$ cat src/rtl/uart_serial_decoder.sv
// rtl/uart_serial_decoder.sv - UART receive-side frame decoder on the APB clock
// Recovers start/5-8 data/optional parity/1-2 stop frames and emits one-cycle frame results.
module uart_serial_decoder #(
  parameter int DIV_W = 16
) (
  input  logic             pclk,
  input  logic             preset_n,
  input  logic             en,
  input  logic             uart_net,
  input  logic [DIV_W-1:0] bit_div,
  input  logic [1:0]       data_len,
  input  logic             parity_en,
  input  logic             parity_odd,
  input  logic             stop2,
  output logic             frame_valid,
  output logic [7:0]       frame_data,
  output logic             parity_err,
  output logic             frame_err,
  output logic             break_det,
  output logic             busy
);

  typedef enum logic [2:0] {
    IDLE, START, DATA, PARITY, STOP1, STOP2, WAIT_HIGH
  } state_t;

  state_t           state, state_d;
  logic             rx_meta, rx_s, rx_prev;
  logic [DIV_W-1:0] cnt, div_l, div_eff;
  logic [1:0]       len_l;
  logic             par_en_l, par_odd_l, stop2_l;
  logic [7:0]       shreg, data_aligned;
  logic [2:0]       bit_cnt;
  logic             par_bit, perr_acc, ferr_acc;
  logic             fall, tick, finish, ferr_final;

  always_ff @(posedge pclk or negedge preset_n) begin
    if (!preset_n) begin
      rx_meta <= 1'b1;
      rx_s    <= 1'b1;
      rx_prev <= 1'b1;
    end else begin
      rx_meta <= uart_net;
      rx_s    <= rx_meta;
      rx_prev <= rx_s;
    end
  end

  assign fall    = rx_prev & ~rx_s;
  assign tick    = (cnt == DIV_W'(1));
  assign div_eff = (bit_div < DIV_W'(4)) ? DIV_W'(4) : bit_div;
  // Bits arrive at the top of shreg; shift short frames down to bit 0.
  assign data_aligned = shreg >> (2'd3 - len_l);
  assign ferr_final   = ferr_acc | ~rx_s;
  assign busy         = (state != IDLE);

  always_ff @(posedge pclk or negedge preset_n) begin
    if (!preset_n) state <= IDLE;
    else           state <= state_d;
  end

  always_comb begin
    state_d = state;
    finish  = 1'b0;
    case (state)
      IDLE:      if (fall) state_d = START;
      START:     if (tick) state_d = rx_s ? IDLE : DATA;
      DATA:      if (tick && bit_cnt == ({1'b0, len_l} + 3'd4))
                   state_d = par_en_l ? PARITY : STOP1;
      PARITY:    if (tick) state_d = STOP1;
      STOP1: begin
        if (tick) begin
          if (stop2_l) begin
            state_d = STOP2;
          end else begin
            finish  = 1'b1;
            state_d = rx_s ? IDLE : WAIT_HIGH;
          end
        end
      end
      STOP2: begin
        if (tick) begin
          finish  = 1'b1;
          state_d = rx_s ? IDLE : WAIT_HIGH;
        end
      end
      WAIT_HIGH: if (rx_s) state_d = IDLE;
      default:   state_d = IDLE;
    endcase
    if (!en) begin
      state_d = IDLE;
      finish  = 1'b0;
    end
  end

  // Frame configuration is captured at the start edge and held for the whole frame.
  always_ff @(posedge pclk or negedge preset_n) begin
    if (!preset_n) begin
      cnt       <= '0;
      div_l     <= DIV_W'(4);
      len_l     <= 2'd0;
      par_en_l  <= 1'b0;
      par_odd_l <= 1'b0;
      stop2_l   <= 1'b0;
    end else if (!en) begin
      cnt <= '0;
    end else begin
      case (state)
        IDLE: begin
          if (fall) begin
            cnt       <= div_eff >> 1;
            div_l     <= div_eff;
            len_l     <= data_len;
            par_en_l  <= parity_en;
            par_odd_l <= parity_odd;
            stop2_l   <= stop2;
          end else begin
            cnt <= '0;
          end
        end
        WAIT_HIGH: cnt <= '0;
        default: begin
          if (tick)                  cnt <= div_l;
          else if (cnt > DIV_W'(1))  cnt <= cnt - DIV_W'(1);
        end
      endcase
    end
  end

  always_ff @(posedge pclk or negedge preset_n) begin
    if (!preset_n) begin
      shreg    <= 8'h00;
      bit_cnt  <= 3'd0;
      par_bit  <= 1'b0;
      perr_acc <= 1'b0;
      ferr_acc <= 1'b0;
    end else if (en) begin
      if (state == IDLE && fall) begin
        shreg    <= 8'h00;
        bit_cnt  <= 3'd0;
        par_bit  <= 1'b0;
        perr_acc <= 1'b0;
        ferr_acc <= 1'b0;
      end else if (tick) begin
        case (state)
          DATA: begin
            shreg   <= {rx_s, shreg[7:1]};
            bit_cnt <= bit_cnt + 3'd1;
          end
          PARITY: begin
            par_bit  <= rx_s;
            perr_acc <= rx_s ^ (^data_aligned) ^ par_odd_l;
          end
          STOP1, STOP2: if (!rx_s) ferr_acc <= 1'b1;
          default: ;
        endcase
      end
    end
  end

  always_ff @(posedge pclk or negedge preset_n) begin
    if (!preset_n) begin
      frame_valid <= 1'b0;
      frame_data  <= 8'h00;
      parity_err  <= 1'b0;
      frame_err   <= 1'b0;
      break_det   <= 1'b0;
    end else begin
      frame_valid <= finish;
      if (finish) begin
        frame_data <= data_aligned;
        parity_err <= perr_acc;
        frame_err  <= ferr_final;
        break_det  <= ferr_final & (data_aligned == 8'h00) & ~(par_en_l & par_bit);
      end
    end
  end

endmodule

$ cat config.mk
export PLATFORM = sky130hd
export DESIGN_NAME = uart_serial_decoder
export DESIGN_NICKNAME = d
export VERILOG_FILES = /design/src/rtl/uart_serial_decoder.sv
export SDC_FILE = /design/constraint.sdc
export NUM_CORES = 1
export LEC_CHECK = 0
export CORE_AREA = 2 2 94 96
export DETAILED_ROUTE_END_ITERATION = 12
export DIE_AREA = 0 0 96 98
export GPL_TIMING_DRIVEN = 1
export PLACE_DENSITY = 0.67
export SLEW_MARGIN = 20
export SYNTH_ARGS = -nofsm -noshare
export SYNTH_HDL_FRONTEND = slang
export SYNTH_SLANG_ARGS = --single-unit
$ cat constraint.sdc
create_clock -name pclk -period 2.8 [get_ports pclk]
set_input_delay 0.84 -clock pclk [delete_from_list [all_inputs] [get_ports pclk]]
set_output_delay 0.84 -clock pclk [all_outputs]
set_load 0.005 [all_outputs]
; Word level (Yosys, flattened, before mapping)
; Cells that the tools add are included.
; W data, S select, Z words.
[op_classes]
add_sub_neg = 4
magnitude_cmp = 2
n_eq_ne = 17
shifts = 1
n_mux = 40
bitwise_logic = 9
reduce_logical = 16
[ops]
columns = cell, count
row1 = $mux W16, 4
row2 = $mux W3, 14
row3 = $pmux W16 S2, 1
row4 = $mux W8, 3
row5 = $ne A3 B3 Y1 const B, 7
row6 = $pmux W3 S7, 1
row7 = $eq A16 B1 Y1 const B, 1
row8 = $gt A16 B1 Y1 const B, 1
row9 = $lt A16 B3 Y1 const B, 1
row10 = $sub A16 B1 Y16 const B, 1
row11 = $mux W15, 1
row12 = $mux W1, 14
row13 = $eq A3 B3 Y1 const B, 3
row14 = $reduce_and A3 Y1, 3
row15 = $logic_not A8 Y1, 1
row16 = $reduce_bool A2 Y1, 4
row17 = $reduce_xor A8 Y1, 1
row18 = $shr A8 B2 Y8, 1
row19 = $reduce_and A7 Y1, 1
row20 = $eq A3 B2 Y1 const B, 2
row21 = $ne A5 B1 Y1 const B, 1
row22 = $and A1 B1 Y1, 4
row23 = $reduce_and A4 Y1, 1
row24 = $add A2 B3 Y3 const B, 1
row25 = 14 further kinds, 17
[totals]
regBits = 69
inputBits = 25

; Depth between registers and ports, before layout
[depth]
depth_word = 8
ltp_mapped = 10

; Worst setup path after synthesis
; No wires, ideal clock.
[synth_timing]
kind = flip-flop to flip-flop
from = register len_l[0]
to = register perr_acc
setup_time_ps = 121
t_arrival_ps = 2197
path_slack_ps = 482
path_stages_with_launch = 10
n_path_buf = 1
period_less_slack_ps = 2318
cell_sequence = dfrtp_1 -> clkbuf_1 -> mux2_2 -> o21ai_0 -> ha_1 -> xnor2_1 -> xnor2_1 -> xnor2_1 -> nor3b_1 -> a22o_1
[synth_via]
elab_chain_len = 8
[synth_lines]
columns = element, line_no
row1 = from (decl), 30  ; logic [1:0] len_l;
row2 = from (signal assigned), 113  ; len_l <= data_len;
row3 = $sub A2 B2 Y2, 53  ; assign data_aligned = shreg >> (2'd3 - len_l);
row4 = $shr A8 B2 Y8, 53
row5 = $reduce_xor A8 Y1, 152  ; perr_acc <= rx_s ^ (^data_aligned) ^ par_odd_l;
row6 = $xor A1 B1 Y1 (2 in series), 152
row7 = $mux W1, 145  ; case (state)
row8 = $mux W1, 144  ; end else if (tick) begin
row9 = $mux W1, 138  ; if (state == IDLE && fall) begin
row10 = to (signal assigned), 152
row11 = to (decl), 34  ; logic par_bit, perr_acc, ferr_acc;
; No other way between the ends. The select of a mux whose other input is x is not followed.
; A chain may end at the register's enable or synchronous reset.

; Worst setup path after layout
[layout_timing]
from = register state[1]
to = output busy
[layout_via]
elab_chain_len = 1
[layout_lines]
columns = element, line_no
row1 = from (decl), 27  ; state_t state, state_d;
row2 = from (signal assigned), 59  ; else state <= state_d;
row3 = $reduce_bool A3 Y1, 55  ; assign busy = (state != IDLE);
row4 = to (decl), 20  ; output logic busy
; No other way between the ends.

==> flow_summary_export.csv <==
group,metric,value,unit
floorplan,io_pins,38,
global_route,track_usage,0.200,
global_route,grt_max_degree,48,
layout,multiInputGateArea,0.00181,sq mm
clock_network,clk_path_buf_depth,2,
clock_network,tritoncts,"built",
sta,setup-violations-final,0,
power,p_total,0.00459,W
clock_network,cts_made_buffers,9,
route,drc,0,
hold_path,hold_end,"rx_s",
layout,final_nets,485,
route,wl_per_cell,15.5,um
route,ant_nets,0,
critical_path,r2r_slack,0.47,ns
route,wl,8770,um
critical_path,critical_path_arrival,1.76,ns
layout,layout-drive-gt1-share,0.103,
sta,relSlewSlack,0.584,
floorplan,die_area,0.00941,sq mm
layout,fillCellCount,787,
synth,syn_area_per_cell,8.87,sq um
route,firstDrtPassIters,5,
synth,dominantRegCellSynth,"dfrtp_1",
global_route,grt_overflow,0,
clock_network,cts_sinks,69,
sta,timing.setup.tns,0,ns
critical_path,cp.required,1.96,ns
critical_path,reg2reg_from,"len_l[0]",
synth,synth_area_leaders,"dfrtp_1 (44%), nand2_1 (11%), o21ai_0 (4.0%)",
floorplan,coreArea,0.00847,sq mm
synth,synth_cell_types,53,
floorplan,start_util,0.434,
sta,finClkSkew,0.0110,ns
placement,dpl.hpwl,6250,um
synth,synth-edff-count,0,
critical_path,r2r_cells,8,
floorplan,fp.dieH,98,um
clock_network,cts_setup_buffers,0,
synth,ys_seq_elements,69,
hold_path,holdPathStages,0,
clock_network,cts_hold_buffers,0,
power,power_density,1040,mW/mm^2
critical_path,cp-end-kind,"output pin",
hold_path,min_path_type,"reg -> reg",
critical_path,critPathMaxFanout,10,
route,drt_iter0_drc,162,
synth,syn_nets,446,
sta,hold_violations,0,
placement,gp_congestion,0.952,
run,cap_violations,0,
layout,seq_area,0.00173,sq mm
layout,antennaDiodeCount,0,
sta,fin_crit,2.60,ns
synth,synth_top_area_share,0.443,
power,ir_worst_vdd,400,uV
synth,netlist_area,0.00367,sq mm
synth,yosys.area.top_type,"dfrtp_1",
critical_path,worstReg2RegEnd,"perr_acc",
sta,finalCritPeriodShare,0.930,
clock_network,cts-root-buf,"clkbuf_8",
clock_network,clk_pin_slew,0.08,ns
synth,yosys_warnings,0,
synth,syn-instance-count,414,
synth,yosysMostFrequentCell,"nand2_1",
sta,final_max_slew_viol_count,0,
layout,area_delta_synth_final,20.1,%
clock_network,cts_resized,0,
critical_path,critPathKind,"reg -> out",
sta,fmax,384,MHz
placement,portBuffers,37,
sta,rsz0062_at_grt,"false",
placement,dpl.cell_count,550,
global_route,antenna_found_initial,0,
synth,ys_async_sr_fraction,1.00,
route,viasPerCell,5.52,
layout,fin_cells,566,
clock_network,insertion_delay,0.35,ns
route,num_vias,3123,
floorplan,rows,34,
hold_path,min_from,"rx_meta",
floorplan,die_w,96,um
sta,tightest_slew,0.619,ns
global_route,grt_pass1_wl,14800,um
synth,seq_area_frac_synth,0.471,
global_route,grt_pass1_vias,2967,
power,p_leak,1.97,nW
critical_path,worstSetupStartpointType,"register",
synth,yosys-top-cells-count,"nand2_1 (109), dfrtp_1 (65), o21ai_0 (29), nand3_1 (18), clkbuf_1 (16)",
status,outcome,"completed",
clock_network,htree_levels,3,
worst max-delay path: stages, from the launching register on:
cell             delay (ns)
dfrtp_1                0.48
or3_1                  0.47
clkdlybuf4s50_1        0.48
sequential cells by signal, summed over array words and instances (netlist names), 2 cells and up:
| signal | count |
|---|---|
| state | 3 |
| frame_data | 8 |
| div_l | 16 |
| cnt | 16 |
| shreg | 8 |
| bit_cnt | 3 |
| len_l | 2 |
cell families after synthesis:
group / after synthesis / synth area share
AOI/OAI and AO/OA: 82 / 0.143
buffers and inverters: 31 / 0.0361
xor gates and xnor gates: 17 / 0.0405
DFF: 69 / 0.471
muxes: 13 / 0.0375
and+or+nand+nor: 195 / 0.247
adders and majority gates: 7 / 0.0238
how the worst max path moves through the flow:
stage | to | cells past startpoint | start
detailed placement | cnt[0] | 6 | bit_div[9]
finish | busy | 2 | state[1]
global placement | cnt[0] | 6 | bit_div[8]
CTS | busy | 2 | state[0]
global route | busy | 2 | state[0]
floorplan | perr_acc | 9 | len_l[0]
per-stage QoR:
stage                     utilization  setup slack (ns)  hold WS [ns]  instance area, sq um
after floorplan                     -             0.482         0.345                  3670
after global placement          0.495             0.355         0.346                  4190
after detailed placement        0.495             0.281         0.347                  4190
after CTS                       0.521             0.196         0.357                  4410
after global routing            0.521             0.141         0.359                  4410
final                           0.521             0.197         0.356                  4410
where the power goes:
group	leakage, nW	switching, W	internal (W)	total, W
logic	0.954	0.00110	0.000945	0.00204
clock network	0.112	0.000390	0.000524	0.000914
registers	0.907	0.000332	0.00130	0.00163
total	1.97	0.00182	0.00277	0.00459
cell usage in the layout (no fill, tap or decap), drive strengths merged, types with 3 or more instances in the layout:
cell type	instances
dfrtp	65
a32oi	3
xor2	4
clkinv	3
dfstp	4
inv	8
and3	3
or3	3
nor2	15
nor3b	4
nand4	8
a21o	4
buf	15
o21ai	32
nor4	6
mux2	6
mux2i	7
or4	3
clkbuf	10
o31ai	4
nor3	10
a21oi	15
nor2b	7
ha	7
nand3	18
clkdlybuf4s50	36
o211ai	5
xnor2	13
nand2	109
routing by layer:
layer	routed length, um	GRT usage
met5	0	0
met4	136	0.0725
met3	356	0.0301
met2	4010	0.297
met1	4270	0.296
layout make-up:
cell class	instances	share of cell area
multi-input combinational	314	0.410
tap	108	0.0306
sequential	69	0.392
clock inverter	6	0.0196
inverter	8	0.00680
timing repair buffer	51	0.109
clock buffer	10	0.0312
No activity file was read; power rests on OpenSTA's default activity.
